## config.mk

```make
export PLATFORM = sky130hd
export DESIGN_NAME = serial_adder
export DESIGN_NICKNAME = d
export VERILOG_FILES = /design/src/rtl/serial_adder_pkg.sv /design/src/rtl/serial_adder_full_adder.sv /design/src/rtl/serial_adder.sv
export SDC_FILE = /design/constraint.sdc
export NUM_CORES = 1
export LEC_CHECK = 0
export BUFFER_PORTS_ARGS = -buffer_cell sky130_fd_sc_hd__buf_2
export CAP_MARGIN = 30
export CORE_ASPECT_RATIO = 0.7
export CORE_MARGIN = 8
export CORE_UTILIZATION = 45
export DETAILED_ROUTE_END_ITERATION = 8
export HOLD_SLACK_MARGIN = 0.02
export PLACE_DENSITY = 0.7
export SYNTH_ARGS = -nofsm -noshare
export SYNTH_HDL_FRONTEND = slang
export SYNTH_SLANG_ARGS = --single-unit
```

## constraint.sdc

```tcl
create_clock -name clk -period 2.55 [get_ports clk]
set_clock_uncertainty 0.15 [all_clocks]
set_input_delay 0.1275 -clock clk [delete_from_list [all_inputs] [get_ports clk]]
set_output_delay 0.1275 -clock clk [all_outputs]
set_load 0.02 [all_outputs]
```

## src/rtl/serial_adder_pkg.sv

```systemverilog
// serial_adder_pkg
// Shared definitions for the bit-serial adder: the controller state
// encoding and the default operand width.
//
// Optional feature macro: SERIAL_ADDER_OVF_EN (see serial_adder.sv).
package serial_adder_pkg;

  localparam int DEFAULT_WIDTH = 8;

  typedef enum logic [1:0] {
    IDLE  = 2'd0,
    SHIFT = 2'd1,
    DONE  = 2'd2
  } state_t;

endpackage

```

## src/rtl/serial_adder_full_adder.sv

```systemverilog
// full_adder
// Single-bit full adder used as the arithmetic core of serial_adder.
//
// Ports:
//   a, b  - operand bits
//   cin   - carry in
//   s     - sum bit
//   cout  - carry out
module full_adder (
  input  logic a,
  input  logic b,
  input  logic cin,
  output logic s,
  output logic cout
);

  assign s    = a ^ b ^ cin;
  assign cout = (a & b) | (cin & (a ^ b));

endmodule

```

## src/rtl/serial_adder.sv

```systemverilog
// serial_adder
// Bit-serial unsigned adder. An accepted start captures a and b, then one
// operand bit pair is added per clock, LSB first, through a single full
// adder. After WIDTH shift cycles the result is published on sum/carry_out
// and done pulses for one cycle. The published result stays put until the
// next operation finishes, so it is stable between consecutive done pulses.
//
// Parameters:
//   WIDTH      - operand/result width, 2..32
// Ports:
//   clk        - clock, rising edge
//   rst        - synchronous active-high reset
//   start      - begin an addition (only honoured in IDLE)
//   a, b       - operands, captured on an accepted start
//   busy       - high in SHIFT and DONE
//   done       - one-cycle pulse when a result is published
//   sum        - (a+b) mod 2^WIDTH
//   carry_out  - bit WIDTH of a+b
//   overflow   - signed overflow, only when SERIAL_ADDER_OVF_EN is defined
module serial_adder
  import serial_adder_pkg::*;
#(
  parameter int WIDTH = DEFAULT_WIDTH
) (
  input  logic             clk,
  input  logic             rst,
  input  logic             start,
  input  logic [WIDTH-1:0] a,
  input  logic [WIDTH-1:0] b,
  output logic             busy,
  output logic             done,
  output logic [WIDTH-1:0] sum,
  output logic             carry_out
`ifdef SERIAL_ADDER_OVF_EN
  ,
  output logic             overflow
`endif
);

  localparam int CW = $clog2(WIDTH + 1);

  state_t           state;
  state_t           state_next;
  logic [WIDTH-1:0] op_a;
  logic [WIDTH-1:0] op_b;
  // Holds the low-order result bits produced so far; the MSB of the final
  // result comes straight from the adder on the last shift cycle.
  logic [WIDTH-2:0] acc;
  logic             carry;
  logic [CW-1:0]    cnt;
  logic             bit_s;
  logic             bit_c;
  logic             last_bit;
  logic [WIDTH-1:0] result;

  full_adder u_fa (
    .a    (op_a[0]),
    .b    (op_b[0]),
    .cin  (carry),
    .s    (bit_s),
    .cout (bit_c)
  );

  assign last_bit = (cnt == CW'(WIDTH - 1));
  assign result   = {bit_s, acc};

  always_ff @(posedge clk) begin
    if (rst) begin
      state <= IDLE;
    end else begin
      state <= state_next;
    end
  end

  always_comb begin
    state_next = state;
    busy       = 1'b0;
    done       = 1'b0;
    case (state)
      IDLE: begin
        if (start) begin
          state_next = SHIFT;
        end
      end
      SHIFT: begin
        busy = 1'b1;
        if (last_bit) begin
          state_next = DONE;
        end
      end
      DONE: begin
        busy       = 1'b1;
        done       = 1'b1;
        state_next = IDLE;
      end
      default: begin
        state_next = IDLE;
      end
    endcase
  end

  // Datapath. The published sum/carry_out are loaded only on the final
  // shift, so they never show partial results.
  always_ff @(posedge clk) begin
    if (rst) begin
      op_a      <= '0;
      op_b      <= '0;
      acc       <= '0;
      carry     <= 1'b0;
      cnt       <= '0;
      sum       <= '0;
      carry_out <= 1'b0;
    end else begin
      case (state)
        IDLE: begin
          if (start) begin
            op_a  <= a;
            op_b  <= b;
            carry <= 1'b0;
            cnt   <= '0;
          end
        end
        SHIFT: begin
          op_a  <= {1'b0, op_a[WIDTH-1:1]};
          op_b  <= {1'b0, op_b[WIDTH-1:1]};
          acc   <= result[WIDTH-1:1];
          carry <= bit_c;
          cnt   <= cnt + 1'b1;
          if (last_bit) begin
            sum       <= result;
            carry_out <= bit_c;
          end
        end
        default: begin
        end
      endcase
    end
  end

`ifdef SERIAL_ADDER_OVF_EN
  // On the last shift the carry flop holds the carry into the MSB and the
  // adder produces the carry out of it; their xor is the signed overflow.
  always_ff @(posedge clk) begin
    if (rst) begin
      overflow <= 1'b0;
    end else if (state == SHIFT && last_bit) begin
      overflow <= carry ^ bit_c;
    end
  end
`endif

endmodule
```

==> impl_metrics.toml <==
[timing]
setup_tns_ns = 0
max_slew_margin = 0.554
rsz0062_at_grt = "no"
slew_viol_final = 0
worstMarginPinSlew_ns = 0.668
post-route-min-period_ns = 1.93
hold_violations = 0
worst_slack_ns = 0.621
fmax_ghz = 0.518
setup-violations-final = 0
period_share = 0.757

[critical_path]
cp_slowest_cell = "and4b_1"
arrival_ns = 2.00
crit_fanout = 23
required_ns = 2.62
startpoint_type = "register"
critical_path_class = "reg -> reg"
reg2reg_slack_ns = 0.62
crit_start = "state[1]$_SDFFE_PP0P_"
crit_path_end_kind = "register"
ff2ff_path_depth = 6
rr_startpoint = "state[1]$_SDFFE_PP0P_"
cp_cell_sequence = "inv_1, ha_1, buf_4, and4b_1, nand2_1, a21oi_1"
max_stage_delay_ns = 0.45
timing.rr.end = "sum[7]$_SDFFE_PP0P_"

[power]
combPwrFrac = 0.146
ir_drop_uv = 389
power_frac_seq = 0.537
switchingPower_mw = 0.317
p_per_area_nw_per_um2 = 631
p_clk_frac = 0.318
p_sw_frac = 0.257
p_leak_nw = 0.778
p_int_mw = 0.915

[hold_path]
hold-path-endpoint = "op_b[6]$_SDFFE_PP0P_"
hold_depth = 3
holdCritStartpoint = "b[6]"
hold_path_class = "in -> reg"

[layout]
mostFrequentLayoutCells = "dfxtp_1 (39), buf_2 (29), nand2_1 (23), nor2_1 (23), mux2i_1 (22)"
drive_above_1_share = 0.191
synthToLayoutAreaGrowth_pct = 19.5
final_common_cell = "dfxtp_1"
fillers = 341
antennaDiodeCount = 0
nNetsFinal = 232

[grt]
antenna_found_initial = 0
grt.total_usage = 0.126
grt_pass1_vias = 1361
grt_pass1_wl_mm = 5.78
grt_overflow = 0
grt_max_degree = 40

[floorplan]
io_pins = 30
die_y_um = 66.4
rows = 18
fp.dieW_um = 88.1
die-area_um2 = 5850
core_um2 = 3510
initial_core_util = 0.465

[clock_network]
ctsResizeCount = 0
clk_latency_ns = 0.29
hold_buffers = 6
post_cts_buffers = 0
cts_max_level = 2
cts.clk_slew.worst_paths_ns = 0.08
tritoncts = "done"
cts-buffers-inserted = 5
clock_sinks = 39
cts_root_buffer = "clkbuf_8"
cts.path.max_buffers = 2

[route]
wl_met2_mm = 1.72
wirelength_mm = 3.48
wirelength_met1_mm = 1.58
dr.pass1.iters = 4
drc_errors = 0
dr_wl_met3_um = 143
drtIter0Drc = 65
dr_total_vias = 1317
vias_per_cell = 5.08
wl_per_cell_um = 13.4
final_antenna_net_count = 0
topRoutingLayerUsed = "met4"

[yosys]
syn_nets = 198
avgSynthCellArea_um2 = 9.40
synth_cells = 174
syn_area_um2 = 1640
synth_top_area_share = 0.477
ys_types = 24
yosysWarnings = 0
netlist_top_cells_area = "dfxtp_1 (48%), mux2i_1 (13%), a211oi_1 (7.3%)"
yosys.area.top_type = "dfxtp_1"
ys_seq_elements = 39
yosysSeqAreaShare = 0.477

[placement]
io_buffers = 29
hpwl_mm = 2.39
place.gp.congestion = 0.697
place_ws_ns = 0.656

[job]
cap_viol_max_count = 0

[outcome]
outcome = "completed"
==> power by group through the flow <==
stage | Clock [mW] | Sequential, mW | Combinational [mW]
global route | 0.425 | 0.665 | 0.199
detailed placement | 0 | 0.675 | 0.171
finish | 0.392 | 0.661 | 0.179
global placement | 0 | 0.673 | 0.165
floorplan | 0 | 0.670 | 0.135
CTS | 0.404 | 0.661 | 0.179
==> cell families after synthesis <==
logic type,count (synthesis),share of synthesized area
mux,23,0.142
simple gates,58,0.158
compound gates,35,0.141
flops,39,0.477
buf+inv,14,0.0390
fa+ha+maj,5,0.0428
==> routing by layer <==
metal / up-vias / global-route usage
met5: - / 0
met4: 0 / 0.0587
met3: 4 / 0.0521
met2: 27 / 0.221
met1: 607 / 0.130
li1: 679 / -
==> sequential cells by signal (all words and copies together) (netlist names) <==
name and flops:
cnt 4, sum 8, op_a 8, carry_out 1, op_b 8, acc 7
carry 1, state 2
==> final cells by class <==
type,instances,area (µm²),area share
Sequential cell,39,781,0.399
Multi-Input combinational cell,121,791,0.405
Clock inverter,1,5.00,0.00256
Clock buffer,7,76.3,0.0391
Inverter,3,11.3,0.00576
Timing Repair Buffer,38,228,0.117
Tap cell,50,62.6,0.0320
==> synth_stat cells, drive strengths merged <==
| master | number |
|---|---|
| a211oi | 16 |
| o21ba | 1 |
| or2b | 1 |
| nor2 | 23 |
| o21ai | 1 |
| fa | 1 |
| inv | 3 |
| nand2 | 23 |
| a21oi | 13 |
| dfxtp | 39 |
| a32oi | 2 |
| buf | 5 |
| nand3b | 2 |
| and4b | 1 |
| nand3 | 4 |
| and3b | 1 |
| ha | 4 |
| or4 | 1 |
| mux2i | 22 |
| a31oi | 2 |
| nand4b | 2 |
| mux2 | 1 |
| clkbuf | 6 |
==> critical path: cells and delay by family, from the launching register on <==
kind,cells,cell delay [ns]
simple gates,2,0.56
fa+ha+maj,1,0.23
compound gates,1,0.15
buf+inv,2,0.43
flops,1,0.33
==> worst max path at each step <==
stage	endpoint	slack, ns	cells past startpoint
after global placement	sum[4]$_SDFFE_PP0P_	0.77	6
final	sum[7]$_SDFFE_PP0P_	0.62	6
after CTS	sum[2]$_SDFFE_PP0P_	0.62	6
after floorplan	cnt[3]$_SDFFE_PP0P_	0.89	5
after detailed placement	sum[2]$_SDFFE_PP0P_	0.66	6
after global routing	sum[7]$_SDFFE_PP0P_	0.47	6
==> per-stage QoR <==
step | total power [mW] | area, µm² | hold slack [ns] | std cells | util
floorplan | 0.805 | 1640 | 0.141 | 174 | -
global placement | 0.838 | 1810 | 0.260 | 245 | 0.516
detailed placement | 0.847 | 1810 | 0.266 | 245 | 0.516
CTS | 1.24 | 1950 | 0.0232 | 259 | 0.556
global route | 1.29 | 1950 | 0.0359 | 259 | 0.556
finish | 1.23 | 1950 | 0.0289 | 259 | 0.556
No activity file was read; power rests on OpenSTA's default activity.
